<file path="src/rtl/uart_tx_serializer.sv">
// rtl/uart_tx_serializer.sv - 8-bit UART transmitter, start/8N/parity/stop framing
//
// Ports:
//   clk       system clock
//   rst       synchronous reset, active-high
//   tx_start  send request, level-sampled, accepted only while idle
//   tx_data   byte to send, captured on the accept cycle
//   tx_busy   high while a frame is accepted or in progress (combinational)
//   tx_done   one-cycle pulse during the last cycle of the final stop bit
//   txd       serial line, idle high, registered
module uart_tx_serializer #(
   parameter int CLKS_PER_BIT = 434,
   parameter int PARITY       = 0,
   parameter int STOP_BITS    = 1
) (
   input  logic       clk,
   input  logic       rst,
   input  logic       tx_start,
   input  logic [7:0] tx_data,
   output logic       tx_busy,
   output logic       tx_done,
   output logic       txd
);

   localparam int CNT_W = (CLKS_PER_BIT > 1) ? $clog2(CLKS_PER_BIT) : 1;
   localparam logic [CNT_W-1:0] CNT_LAST  = CNT_W'(CLKS_PER_BIT - 1);
   localparam logic [2:0]       STOP_LAST = 3'(STOP_BITS - 1);

   typedef enum logic [2:0] {
      S_IDLE,
      S_START,
      S_DATA,
      S_PARITY,
      S_STOP
   } state_t;

   state_t           state, state_next;
   logic [CNT_W-1:0] baud_cnt, cnt_next;
   logic [2:0]       bit_idx, idx_next;
   logic [7:0]       shift, shift_next;
   logic             parity_bit, parity_next;
   logic             busy_reg, busy_next;
   logic             txd_next;
   logic             done_next;
   logic             bit_end;

   always_ff @(posedge clk) begin
      if (rst) begin
         state      <= S_IDLE;
         baud_cnt   <= '0;
         bit_idx    <= '0;
         shift      <= '0;
         parity_bit <= 1'b0;
         busy_reg   <= 1'b0;
         txd        <= 1'b1;
         tx_done    <= 1'b0;
      end else begin
         state      <= state_next;
         baud_cnt   <= cnt_next;
         bit_idx    <= idx_next;
         shift      <= shift_next;
         parity_bit <= parity_next;
         busy_reg   <= busy_next;
         txd        <= txd_next;
         tx_done    <= done_next;
      end
   end

   always_comb begin
      state_next  = state;
      cnt_next    = baud_cnt;
      idx_next    = bit_idx;
      shift_next  = shift;
      parity_next = parity_bit;
      busy_next   = busy_reg;
      bit_end     = (baud_cnt == CNT_LAST);

      // One counter paces every bit; it only runs outside IDLE.
      if (state != S_IDLE) begin
         cnt_next = bit_end ? '0 : baud_cnt + CNT_W'(1);
      end

      case (state)
         S_IDLE: begin
            cnt_next = '0;
            idx_next = '0;
            if (tx_start) begin
               shift_next  = tx_data;
               parity_next = (PARITY == 2) ? ~(^tx_data) : ^tx_data;
               busy_next   = 1'b1;
               state_next  = S_START;
            end
         end
         S_START: begin
            if (bit_end) begin
               idx_next   = '0;
               state_next = S_DATA;
            end
         end
         S_DATA: begin
            if (bit_end) begin
               shift_next = {1'b0, shift[7:1]};
               if (bit_idx == 3'd7) begin
                  idx_next   = '0;
                  state_next = (PARITY != 0) ? S_PARITY : S_STOP;
               end else begin
                  idx_next = bit_idx + 3'd1;
               end
            end
         end
         S_PARITY: begin
            if (bit_end) begin
               idx_next   = '0;
               state_next = S_STOP;
            end
         end
         S_STOP: begin
            // bit_idx is reused here to count stop bits.
            if (bit_end) begin
               if (bit_idx == STOP_LAST) begin
                  idx_next   = '0;
                  busy_next  = 1'b0;
                  state_next = S_IDLE;
               end else begin
                  idx_next = bit_idx + 3'd1;
               end
            end
         end
         default: begin
            state_next = S_IDLE;
            busy_next  = 1'b0;
         end
      endcase

      // txd is registered, so it is derived from where the FSM is going.
      case (state_next)
         S_START:  txd_next = 1'b0;
         S_DATA:   txd_next = shift_next[0];
         S_PARITY: txd_next = parity_next;
         default:  txd_next = 1'b1;
      endcase

      // Registered pulse lands on the last cycle of the final stop bit,
      // so the line goes idle on the cycle right after tx_done.
      done_next = (state_next == S_STOP) && (idx_next == STOP_LAST) &&
                  (cnt_next == CNT_LAST);
   end

   // Combinational accept term lets the upstream FSM see busy immediately.
   assign tx_busy = busy_reg | (tx_start & (state == S_IDLE) & ~rst);

endmodule

</file>
<file path="config.mk">
export PLATFORM = sky130hd
export DESIGN_NAME = uart_tx_serializer
export DESIGN_NICKNAME = d
export VERILOG_FILES = /design/src/rtl/uart_tx_serializer.sv
export SDC_FILE = /design/constraint.sdc
export NUM_CORES = 1
export LEC_CHECK = 0
export ABC_AREA = 1
export CORE_UTILIZATION = 45
export CTS_CLUSTER_SIZE = 16
export DETAILED_ROUTE_END_ITERATION = 7
export PLACE_DENSITY = 0.71
export SYNTH_ARGS = -nofsm -noshare
export SYNTH_HDL_FRONTEND = slang
export SYNTH_SLANG_ARGS = --single-unit
</file>
<file path="constraint.sdc">
create_clock -name clk -period 2.8 [get_ports clk]
set_input_delay 0.7 -clock clk [delete_from_list [all_inputs] [get_ports clk]]
set_output_delay 0.7 -clock clk [all_outputs]
set_load 0.1 [all_outputs]
</file>
==> impl_results.md <==
* Netlist cell types at 28
* Pint at 507 uW
* Mapped Area at 1620 um^2
* Post-CTS Repair Setup Buffers at 0
* Part of the power in registers at 0.560
* Layout net count at 270
* Synth warn at 0
* Met1 wire length at 1490 um
* Drt pass-1 iters at 4
* Largest register FFs at 9
* Critical Path RT at 2.10 ns
* H-tree levels at 1
* # rows at 21
* Startpoint Class: input port
* R2R setup slack at 1.14 ns
* Root buf cell: clkbuf_4
* Met3 Routed Length at 151 um
* Setup-failing EPs final at 0
* DR WL/cell at 10.4 um
* 1st-iter DRT viols at 71
* Worst-margin pin slew at 0.277 ns
* Floorplan Core Area at 3390 um^2
* Fillcell total at 339
* Num CTS Buffers at 3
* Antenna Nets Post-Route at 0
* Cell accounting for the most synthesized area: dfxtp_1
* Initial Util at 0.479
* Clock group share of total power at 0.242
* Count leader, synth: nand2_1
* Width of the chip at 62.1 um
* P_sw at 215 uW
* Vias per cell at 4.92
* Gp weighted congestion at 0.891
* Setup WS post-layout at 0.338 ns
* Fin crit share at 0.879
* Fmax at 0.406 GHz
* Sequential cell area fraction in the yosys report at 0.333
* Hold Vio Cnt, Final at 0
* PostCTS Resize Cnt at 0
* Area growth, synth to finish at 12.9%
* Pwr dens at 394 nW/um^2
* Mapped Cells at 238
* Final wirelength at 3100 um
* Number of synthesized flops with an enable pin at 0
* Leading registers by flop count: baud_cnt (9), shift (8)
* Vias in the first global route at 1296
* Hold Path Class: register to register
* Met2 wire len at 1370 um
* VDD IR max at 0.283 mV
* Syn nets at 254
* Clock Latency Late Sink at 0.34 ns
* Pre-CTS WS at 0.333 ns
* Top sig layer: met4
* Share of cells above drive strength 1 at 0.126
* Mean Syn Cell Area at 6.82 um^2
* Setup_tns at 0 ns
* Crit Path Category: input port to output port
* Max Cap Violations at 0
* GR Overflow Total at 0
* Antenna diodes at 0
* Status: completed
* Final Max Slew Viols at 0
* Biggest register: baud_cnt
* Leakage at 0.880 nW
* CP Data Arrival Time at 1.76 ns
* Ys async rst share at 0
* Cts hold-fix bufs at 0
* Via count at 1471
* Combinational power share at 0.198
* Die area at 3850 um^2
* # clock sinks at 27
* Relative slew margins at 0.817
* Initial antenna violation count at 0
* CP endpoint kind: output port
* Top-area cell type share of the netlist area at 0.333
* Total GRT Usage at 0.185
* Clock-pin slew of the registers on the worst-case setup and hold paths at 0.15 ns
* HPWL after DPL at 2370 um
* Maximum root-to-sink buffer count at 2
* Clock Skew at 0.00911 ns
* I/O pin total at 14
* RSZ-0062 raised after global routing: false
* First-pass GRT wire length at 5250 um
* Main synth FF type: dfxtp_1
* Switch share at 0.297
* # DRC at 0
* Die Y at 62.1 um
* Tmin final at 2.46 ns
* Flops & latches, synth at 27
* Final Core Density at 0.541
* Area contributors post-synth: dfxtp_1 33%, nand2_1 15%, inv_1 6.5%
* Top post-synthesis cells by count: 67 x nand2_1, 28 x inv_1, 27 x dfxtp_1, 26 x nor2_1, 17 x nand3_1
* Critical path peak fanout at 4
* Port buffer count at 13
* Largest net degree at the start of global routing at 20
* TritonCTS clock tree: yes
## placed cells by master, fill, tap and decap left out, types with 2 or more instances in the layout
cell type,Yosys,routed
a21oi_1,14,14
a22oi_1,6,6
buf_4,0,4
clkbuf_4,0,3
clkdlybuf4s50_1,0,10
dfxtp_1,27,27
ha_1,5,5
inv_1,28,28
inv_2,3,3
nand2_1,67,67
nand2_2,5,5
nand2_4,2,2
nand3_1,17,17
nand3b_1,3,3
nand4_1,3,3
nor2_1,26,26
nor2_2,3,3
nor2_4,6,6
nor3_1,2,2
xnor2_1,3,3
xor2_1,5,5
## metrics by stage
stage / area (um^2) / instances / hold WS (ns) / power (mW)
floorplan: 1630 / 238 / 0.434 / 0.512
global placement: 1810 / 295 / 0.450 / 0.554
detailed placement: 1810 / 295 / 0.451 / 0.556
CTS: 1830 / 299 / 0.472 / 0.732
global route: 1830 / 299 / 0.500 / 0.764
finish: 1830 / 299 / 0.470 / 0.722
## worst max-delay path, stage by stage
cell and delay [ns]:
clkdlybuf4s50_1 0.45, inv_1 0.06, nor2_4 0.11, inv_1 0.08, o21bai_2 0.16, buf_12 0.19
## path summary, 6_finish.rpt
| check | start | end | depth (start not counted) |
|---|---|---|---|
| worst max-delay path | tx_start | tx_busy | 6 |
| worst min-delay path | busy_reg | busy_reg | 2 |
| worst max register to register | baud_cnt[0] | txd | 10 |
| worst min register to register | busy_reg | busy_reg | 2 |
## layout make-up
class | count | area [um^2] | area share
timing repair buffer | 15 | 150 | 0.0819
clock inverter | 1 | 5.00 | 0.00273
multi-input combinational | 175 | 935 | 0.510
tap | 46 | 57.6 | 0.0314
clock buffer | 3 | 22.5 | 0.0123
sequential | 27 | 541 | 0.295
inverter | 32 | 123 | 0.0669
## power groups by stage
| stage | Combinational [mW] | Sequential [mW] | Clock (mW) |
|---|---|---|---|
| final | 0.143 | 0.404 | 0.175 |
| after global placement | 0.142 | 0.412 | 0 |
| after CTS | 0.144 | 0.404 | 0.184 |
| after floorplan | 0.0917 | 0.420 | 0 |
| after global routing | 0.159 | 0.406 | 0.199 |
| after detailed placement | 0.143 | 0.413 | 0 |
## layer usage
layer,track usage,vias up
met5,0,-
met4,0.0794,0
met3,0.0518,8
met2,0.287,34
met1,0.240,649
li1,-,780
## cells by family after synthesis
logic type | synth area share
fa+ha+maj | 0.0385
xor+xnor | 0.0431
buf+inv | 0.0940
flops | 0.333
compound gates | 0.0924
simple gates | 0.399
No activity file was read; power rests on OpenSTA's default activity.
